===== src/rtl/hdpldadapt_avmm_rdresp_asm_pkg.sv =====
// Shared parameters and FSM encoding for the AVMM read-response assembler.
package hdpldadapt_avmm_pkg;

  localparam int DWIDTH = 2;
  localparam int BEATS  = 2;
  localparam int PEND_W = 3;
  localparam int TMO_W  = 8;

  localparam int BEAT_W = 8 * DWIDTH;
  localparam int RDW    = BEAT_W * BEATS;

  // Beat counter width; a single-beat word still needs a 1-bit counter.
  localparam int BCNT_W = (BEATS > 1) ? $clog2(BEATS) : 1;

  localparam logic [PEND_W-1:0] PEND_MAX = '1;

  localparam logic [1:0] IDLE    = 2'd0;
  localparam logic [1:0] COLLECT = 2'd1;
  localparam logic [1:0] RESP    = 2'd2;

  typedef enum logic [1:0] {
    S_IDLE    = IDLE,
    S_COLLECT = COLLECT,
    S_RESP    = RESP
  } state_e;

endpackage


===== src/rtl/hdpldadapt_avmm_rdresp_asm_if.sv =====
// FIFO-pop / AVMM-response bundle between the read-data FIFO side and the assembler.
interface hdpldadapt_avmm_rdresp_asm_if;
  import hdpldadapt_avmm_pkg::*;

  logic              avmm_read_req;
  logic [TMO_W-1:0]  r_tmo_val;
  logic              fifo_rd_empty;
  logic [BEAT_W-1:0] fifo_rd_data;
  logic              fifo_rd_en;
  logic [RDW-1:0]    avmm_readdata;
  logic              avmm_readdatavalid;
  logic              avmm_rd_err;
  logic              err_ovf;
  logic              err_unexp;

  modport slave (
    input  avmm_read_req, r_tmo_val, fifo_rd_empty, fifo_rd_data,
    output fifo_rd_en, avmm_readdata, avmm_readdatavalid, avmm_rd_err, err_ovf, err_unexp
  );

  modport master (
    output avmm_read_req, r_tmo_val, fifo_rd_empty, fifo_rd_data,
    input  fifo_rd_en, avmm_readdata, avmm_readdatavalid, avmm_rd_err, err_ovf, err_unexp
  );

endinterface


===== src/rtl/hdpldadapt_avmm_rdresp_asm_tmr.sv =====
// Idle-cycle timeout counter for the COLLECT phase.
// i_clr restarts the count in the current cycle (a pop, or not collecting);
// o_expire fires on the cycle whose transition to RESP makes the strobe land
// exactly i_tmo_val cycles after the last pop (or after COLLECT was entered).
module hdpldadapt_avmm_rdresp_tmr
  import hdpldadapt_avmm_pkg::*;
(
  input  logic             rd_clk,
  input  logic             rd_srst_n,
  input  logic             i_clr,
  input  logic             i_en,
  input  logic [TMO_W-1:0] i_tmo_val,
  output logic             o_expire
);

  logic [TMO_W-1:0] r_cnt;
  logic [TMO_W-1:0] w_base;
  logic [TMO_W:0]   w_elapsed;

  assign w_base    = i_clr ? '0 : r_cnt;
  assign w_elapsed = {1'b0, w_base} + {{TMO_W{1'b0}}, 1'b1};
  assign o_expire  = i_en && !i_clr && (i_tmo_val != '0) && (w_elapsed >= {1'b0, i_tmo_val});

  // Saturating count of cycles since the last restart.
  always_ff @(posedge rd_clk) begin
    if (!rd_srst_n) begin
      r_cnt <= '0;
    end else if (i_en) begin
      r_cnt <= (w_base == '1) ? w_base : w_base + 1'b1;
    end else if (i_clr) begin
      r_cnt <= '0;
    end
  end

endmodule


===== src/rtl/hdpldadapt_avmm_rdresp_asm.sv =====
// AVMM read-response assembler: pops beats from the read-data FIFO, packs
// BEATS beats into one readdata word and returns one strobe per pending read.
module hdpldadapt_avmm_rdresp_asm
  import hdpldadapt_avmm_pkg::*;
(
  input logic                         rd_clk,
  input logic                         rd_srst_n,
  hdpldadapt_avmm_rdresp_asm_if.slave avmm
);

  state_e            r_state;
  state_e            w_state_nxt;
  logic [PEND_W-1:0] r_pend;
  logic [PEND_W-1:0] w_pend_nxt;
  logic [BCNT_W-1:0] r_beat_cnt;
  logic [RDW-1:0]    r_word;
  logic              r_tmo_hit;
  logic              r_err_ovf;
  logic              r_err_unexp;

  logic w_pop;
  logic w_collect_pop;
  logic w_last_beat;
  logic w_expire;
  logic w_req_drop;
  logic w_pend_inc;
  logic w_pend_dec;
  logic w_tmr_en;
  logic w_tmr_clr;

  // Pops are blocked during reset so nothing is lost while the block is held.
  assign w_pop         = rd_srst_n && !avmm.fifo_rd_empty && (r_state != S_RESP);
  assign w_collect_pop = w_pop && (r_state == S_COLLECT);
  assign w_last_beat   = w_collect_pop && (r_beat_cnt == BCNT_W'(BEATS - 1));

  // A request at max is only accepted when the RESP decrement frees a slot.
  assign w_req_drop = avmm.avmm_read_req && (r_pend == PEND_MAX) && (r_state != S_RESP);
  assign w_pend_inc = avmm.avmm_read_req && !w_req_drop;
  assign w_pend_dec = (r_state == S_RESP);
  assign w_pend_nxt = r_pend + PEND_W'(w_pend_inc) - PEND_W'(w_pend_dec);

  assign w_tmr_en  = (r_state == S_COLLECT);
  assign w_tmr_clr = !w_tmr_en || w_collect_pop;

  hdpldadapt_avmm_rdresp_tmr u_tmr (
    .rd_clk    (rd_clk),
    .rd_srst_n (rd_srst_n),
    .i_clr     (w_tmr_clr),
    .i_en      (w_tmr_en),
    .i_tmo_val (avmm.r_tmo_val),
    .o_expire  (w_expire)
  );

  // FSM state register.
  always_ff @(posedge rd_clk) begin
    if (!rd_srst_n) begin
      r_state <= S_IDLE;
    end else begin
      r_state <= w_state_nxt;
    end
  end

  // Next-state: collect while reads are pending, respond once per word or timeout.
  always_comb begin
    w_state_nxt = r_state;
    case (r_state)
      S_IDLE: begin
        if ((r_pend != '0) || w_pend_inc) begin
          w_state_nxt = S_COLLECT;
        end
      end
      S_COLLECT: begin
        if (w_last_beat || w_expire) begin
          w_state_nxt = S_RESP;
        end
      end
      S_RESP: begin
        w_state_nxt = (w_pend_nxt != '0) ? S_COLLECT : S_IDLE;
      end
      default: w_state_nxt = S_IDLE;
    endcase
  end

  // Outputs: pop enable from the current state, response fields only in RESP.
  always_comb begin
    avmm.fifo_rd_en         = w_pop;
    avmm.avmm_readdatavalid = 1'b0;
    avmm.avmm_rd_err        = 1'b0;
    avmm.avmm_readdata      = '0;
    avmm.err_ovf            = r_err_ovf;
    avmm.err_unexp          = r_err_unexp;
    if (r_state == S_RESP) begin
      avmm.avmm_readdatavalid = 1'b1;
      avmm.avmm_rd_err        = r_tmo_hit;
      avmm.avmm_readdata      = r_tmo_hit ? '0 : r_word;
    end
  end

  // Beat assembly: each popped beat lands in its slot; a timeout abandons the word.
  always_ff @(posedge rd_clk) begin
    if (!rd_srst_n) begin
      r_beat_cnt <= '0;
      r_word     <= '0;
      r_tmo_hit  <= 1'b0;
    end else begin
      if (w_collect_pop) begin
        for (int b = 0; b < BEATS; b++) begin
          if (r_beat_cnt == BCNT_W'(b)) begin
            r_word[b*BEAT_W +: BEAT_W] <= avmm.fifo_rd_data;
          end
        end
        r_beat_cnt <= w_last_beat ? '0 : r_beat_cnt + 1'b1;
      end else if (w_expire) begin
        r_beat_cnt <= '0;
      end
      if (r_state == S_COLLECT) begin
        r_tmo_hit <= w_expire;
      end
    end
  end

  // Outstanding-read count and sticky error flags.
  always_ff @(posedge rd_clk) begin
    if (!rd_srst_n) begin
      r_pend      <= '0;
      r_err_ovf   <= 1'b0;
      r_err_unexp <= 1'b0;
    end else begin
      r_pend <= w_pend_nxt;
      if (w_req_drop) begin
        r_err_ovf <= 1'b1;
      end
      if (w_pop && (r_state == S_IDLE)) begin
        r_err_unexp <= 1'b1;
      end
    end
  end

endmodule

===== src/flat_wrapper.sv =====
// flat-port wrapper written by rule: the top's interface ports become plain ports
module hdpldadapt_avmm_rdresp_asm_flat import hdpldadapt_avmm_pkg::*;
  (rd_clk, rd_srst_n, avmm_avmm_read_req, avmm_r_tmo_val, avmm_fifo_rd_empty, avmm_fifo_rd_data, avmm_fifo_rd_en, avmm_avmm_readdata, avmm_avmm_readdatavalid, avmm_avmm_rd_err, avmm_err_ovf, avmm_err_unexp);
  hdpldadapt_avmm_rdresp_asm_if avmm_i ();
  input logic rd_clk;
  input logic rd_srst_n;
  input wire logic [$bits(avmm_i.avmm_read_req)-1:0] avmm_avmm_read_req;
  input wire logic [$bits(avmm_i.r_tmo_val)-1:0] avmm_r_tmo_val;
  input wire logic [$bits(avmm_i.fifo_rd_empty)-1:0] avmm_fifo_rd_empty;
  input wire logic [$bits(avmm_i.fifo_rd_data)-1:0] avmm_fifo_rd_data;
  output wire logic [$bits(avmm_i.fifo_rd_en)-1:0] avmm_fifo_rd_en;
  output wire logic [$bits(avmm_i.avmm_readdata)-1:0] avmm_avmm_readdata;
  output wire logic [$bits(avmm_i.avmm_readdatavalid)-1:0] avmm_avmm_readdatavalid;
  output wire logic [$bits(avmm_i.avmm_rd_err)-1:0] avmm_avmm_rd_err;
  output wire logic [$bits(avmm_i.err_ovf)-1:0] avmm_err_ovf;
  output wire logic [$bits(avmm_i.err_unexp)-1:0] avmm_err_unexp;
  assign avmm_i.avmm_read_req = avmm_avmm_read_req;
  assign avmm_i.r_tmo_val = avmm_r_tmo_val;
  assign avmm_i.fifo_rd_empty = avmm_fifo_rd_empty;
  assign avmm_i.fifo_rd_data = avmm_fifo_rd_data;
  assign avmm_fifo_rd_en = avmm_i.fifo_rd_en;
  assign avmm_avmm_readdata = avmm_i.avmm_readdata;
  assign avmm_avmm_readdatavalid = avmm_i.avmm_readdatavalid;
  assign avmm_avmm_rd_err = avmm_i.avmm_rd_err;
  assign avmm_err_ovf = avmm_i.err_ovf;
  assign avmm_err_unexp = avmm_i.err_unexp;
  hdpldadapt_avmm_rdresp_asm u_core (.rd_clk(rd_clk), .rd_srst_n(rd_srst_n), .avmm(avmm_i));
endmodule

===== config.mk =====
export PLATFORM = sky130hd
export DESIGN_NAME = hdpldadapt_avmm_rdresp_asm_flat
export DESIGN_NICKNAME = d
export VERILOG_FILES = /design/src/rtl/hdpldadapt_avmm_rdresp_asm_pkg.sv /design/src/rtl/hdpldadapt_avmm_rdresp_asm_if.sv /design/src/rtl/hdpldadapt_avmm_rdresp_asm_tmr.sv /design/src/rtl/hdpldadapt_avmm_rdresp_asm.sv /design/src/flat_wrapper.sv
export SDC_FILE = /design/constraint.sdc
export NUM_CORES = 1
export LEC_CHECK = 0
export BUFFER_PORTS_ARGS = -buffer_cell sky130_fd_sc_hd__buf_2
export CAP_MARGIN = 20
export CELL_PAD_IN_SITES_DETAIL_PLACEMENT = 0
export CELL_PAD_IN_SITES_GLOBAL_PLACEMENT = 1
export CORE_MARGIN = 1
export CORE_UTILIZATION = 40
export DETAILED_ROUTE_END_ITERATION = 16
export PLACE_DENSITY = 0.87
export SLEW_MARGIN = 0
export SYNTH_ARGS = -nofsm -noshare
export SYNTH_HDL_FRONTEND = slang
export SYNTH_SLANG_ARGS = --single-unit

===== constraint.sdc =====
create_clock -name rd_clk -period 6.17 [get_ports rd_clk]
set_input_delay 1.234 -clock rd_clk [delete_from_list [all_inputs] [get_ports rd_clk]]
set_output_delay 1.234 -clock rd_clk [all_outputs]
set_load 0.01 [all_outputs]

==> reports/results.ini <==
[cts]
cts_sinks=49
clk-insertion-delay-late_ns=0.30
cts_made_buffers=5
clockBufferDepth=2
clk_pin_slew_ns=0.09
cts_setup_buffers=0
hold_buffers=0
tritoncts=yes
cts_resized=0
clock-root-buffer=clkbuf_8
htreeDepth=2

[final_layout]
nFillCells=587
finalNetCount=411
syn2layout_area_growth_pct=20.1
fin_util=0.511
design_area_um2=2900
antenna_cells=0
post_route_cells_drive_above_1_share=0.205

[synth]
synth_area_per_cell_um2=7.72
synth_top_area_frac=0.406
synth_top_cell_by_area=dfxtp_1
synth_fp_nets=353
synth_cells=313
synth_area_leaders=dfxtp_1 (41%), nand2_1 (12%), and2_1 (9.1%)
syn_area_um2=2410
ys_seq_elements=49
synth_warnings=0
seq_area_frac_synth=0.406
yosysUniqueCellTypes=35

[worst_hold_path]
hold_depth=2
min-delay-start=u_core.r_word[25]
min_delay_worst_endpoint=u_core.r_word[25]
hold_path_class=reg2reg

[worst_setup_path]
critPathKind=in2reg
crit_family=simple AND/OR/NAND/NOR gates
cp_cell_sequence=buf_2 > nand2b_1 > and3_1 > ha_1 > and3_1 > nand3_1 > xor2_1 > nor2_1 > ha_1 > o21a_1 > o21ai_0 > a311oi_1 > o21ai_0
cp_num_buf_inv=1
cp.required_ns=6.34
startpoint_type=input pin
crit_fanout=5
critPathSlowestCell=a311oi_1
cp.arrival_ns=3.62
r2r_start=u_core.r_state[0]
r2r_slack_ns=3.30
worstSetupEndpointType=flop
ff2ff_path_depth=12
r2r_end=u_core.r_state[0]
max_stage_delay_ns=0.38

[placed_design]
placed_area_um2=2760
dp_hpwl_mm=3.87
portBuffers=64
gp_congestion=0.792

[sta]
post-route-period-util=0.559
setup_tns_ns=0
grt_setup_unrepaired=no
slew_headroom=0.397
finalHoldViolCount=0
report.final.slew_viol_count=0
worst_pin_slew_ns=0.901
finalSetupViolCount=0
fmax_ghz=0.290
fin_crit_ns=3.45
fin_skew_ns=0.00748

[floorplanning]
die_w_um=79.7
die_h_um=79.7
dieArea_um2=6350
ios=65
start_util=0.425
core_area_um2=5680
rows=27

[outcome]
status=complete, no violations

[drt]
top_layer=met4
met2_wirelength_mm=2.44
drtIter0Drc=87
wl_met1_mm=2.61
drtAntennaViolNets=0
drt-pass1-iter-count=4
routed-wl-met3_um=299
via_count=2162
wl_mm=5.41
drc=0
vias_per_cell=4.88
wire_per_inst_um=12.2

[global_route]
antenna_found_initial=0
grt.total_usage=0.181
grt_first_pass_wirelength_mm=8.91
grt_max_degree=39
grt_pass1_vias=1987
gr-total-overflow=0

[power_and_ir_drop]
finalPower_w=0.000657
p_leak_nw=1.32
ir_drop_mv=0.135
power_density_nw_per_um2=227

[flow_run]
maxCapViolations=0

==> metal layers <==
layer	vias up	global-route usage
met5	-	0
met4	0	0.0582
met3	6	0.0354
met2	54	0.298
met1	957	0.235
li1	1145	-
==> cells in the mapped netlist <==
master,instances
dfxtp_1,49
ha_1,11
nor4_1,3
nand4_1,2
o211ai_1,1
o21a_1,2
nor2_1,16
fa_1,1
nor3_2,1
a311o_1,1
inv_1,14
nand4b_1,3
and2b_1,1
a31oi_1,3
nor3_1,2
nor2b_1,4
a21oi_1,37
nand2_1,77
a211oi_1,1
clkbuf_1,7
clkbuf_2,1
buf_4,2
o21ai_0,4
xnor2_1,5
a311oi_1,1
o22ai_1,1
a2111oi_0,1
nand3_1,6
nand2b_1,4
buf_2,5
xor2_1,4
or3_1,1
nor2b_2,1
and3_1,6
and2_1,35
==> flip-flops by register name (all words and copies together), names as in the netlist <==
register               count
u_core.r_tmo_hit           1
u_core.r_beat_cnt          1
u_core.r_word             32
u_core.r_pend              3
u_core.u_tmr.r_cnt         8
u_core.r_state             2
u_core.avmm.err_ovf        1
u_core.avmm.err_unexp      1
==> worst max-delay path by stage <==
stage,start,to,slack [ns],cells past startpoint
after floorplan,rd_srst_n,u_core.r_beat_cnt,2.76,13
after global placement,avmm_fifo_rd_empty,u_core.r_beat_cnt,2.50,13
after detailed placement,avmm_fifo_rd_empty,u_core.r_beat_cnt,2.38,13
after CTS,u_core.r_state[1],avmm_avmm_readdata[16],2.66,4
after global routing,rd_srst_n,u_core.r_state[0],2.47,13
final,avmm_fifo_rd_empty,u_core.r_state[0],2.72,13
==> kinds of logic (layout without fill, tap and decap cells) <==
family | count (synthesis) | count (layout) | share of synthesized area
flip-flops | 49 | 49 | 0.406
buffers and inverters | 29 | 87 | 0.0513
AND/OR/NAND/NOR | 162 | 162 | 0.325
XOR/XNOR | 9 | 9 | 0.0326
AO/OA/AOI/OAI | 52 | 52 | 0.119
adder cells (fa/ha/maj) | 12 | 12 | 0.0653
==> worst reg2reg max path, delay by kind of cell, from the launching register on <==
family                     cells  cell delay [ns]
adders and majority gates      2             0.49
DFF                            1             0.41
AOI/OAI and AO/OA              4             0.75
and+or+nand+nor                5             0.95
xor gates and xnor gates       1             0.15
==> through the flow <==
stage / std cells / hold slack, ns / setup WS, ns
3_5_place_dp: 434 / 0.442 / 2.38
3_3_place_gp: 434 / 0.437 / 2.50
4_1_cts: 441 / 0.455 / 2.66
6_report: 443 / 0.452 / 2.72
5_1_grt: 443 / 0.475 / 2.47
2_1_floorplan: 313 / 0.432 / 2.76
==> report_power, final <==
group          total [W]  internal (W)  switching (W)
logic          0.0000915     0.0000353      0.0000562
clock network   0.000219      0.000118       0.000102
registers       0.000346      0.000334      0.0000118
==> layout by cell type (no fill, tap or decap), types with 2 or more instances in the layout <==
cell type,n
nand4_1,2
nor2_1,16
dfxtp_1,49
ha_1,11
nor4_1,3
o21ai_0,4
nor3_1,2
buf_2,64
nor2b_2,2
a21oi_1,37
o21a_1,2
clkbuf_8,5
nand4b_1,3
and2_1,35
xnor2_1,5
nand2b_1,4
nor2b_1,3
nand3_1,6
xor2_1,4
and3_1,6
nand2_1,77
a31oi_1,3
inv_1,14
==> area by class of cell <==
cell class	instances	area, um^2	share of cell area
sequential	49	981	0.338
multi-input combinational	235	1310	0.453
tap	72	90.1	0.0311
clock buffer	5	68.8	0.0237
timing repair buffer	66	359	0.124
inverter	14	52.6	0.0181
clock inverter	2	35.0	0.0121
No activity file was read; power rests on OpenSTA's default activity.
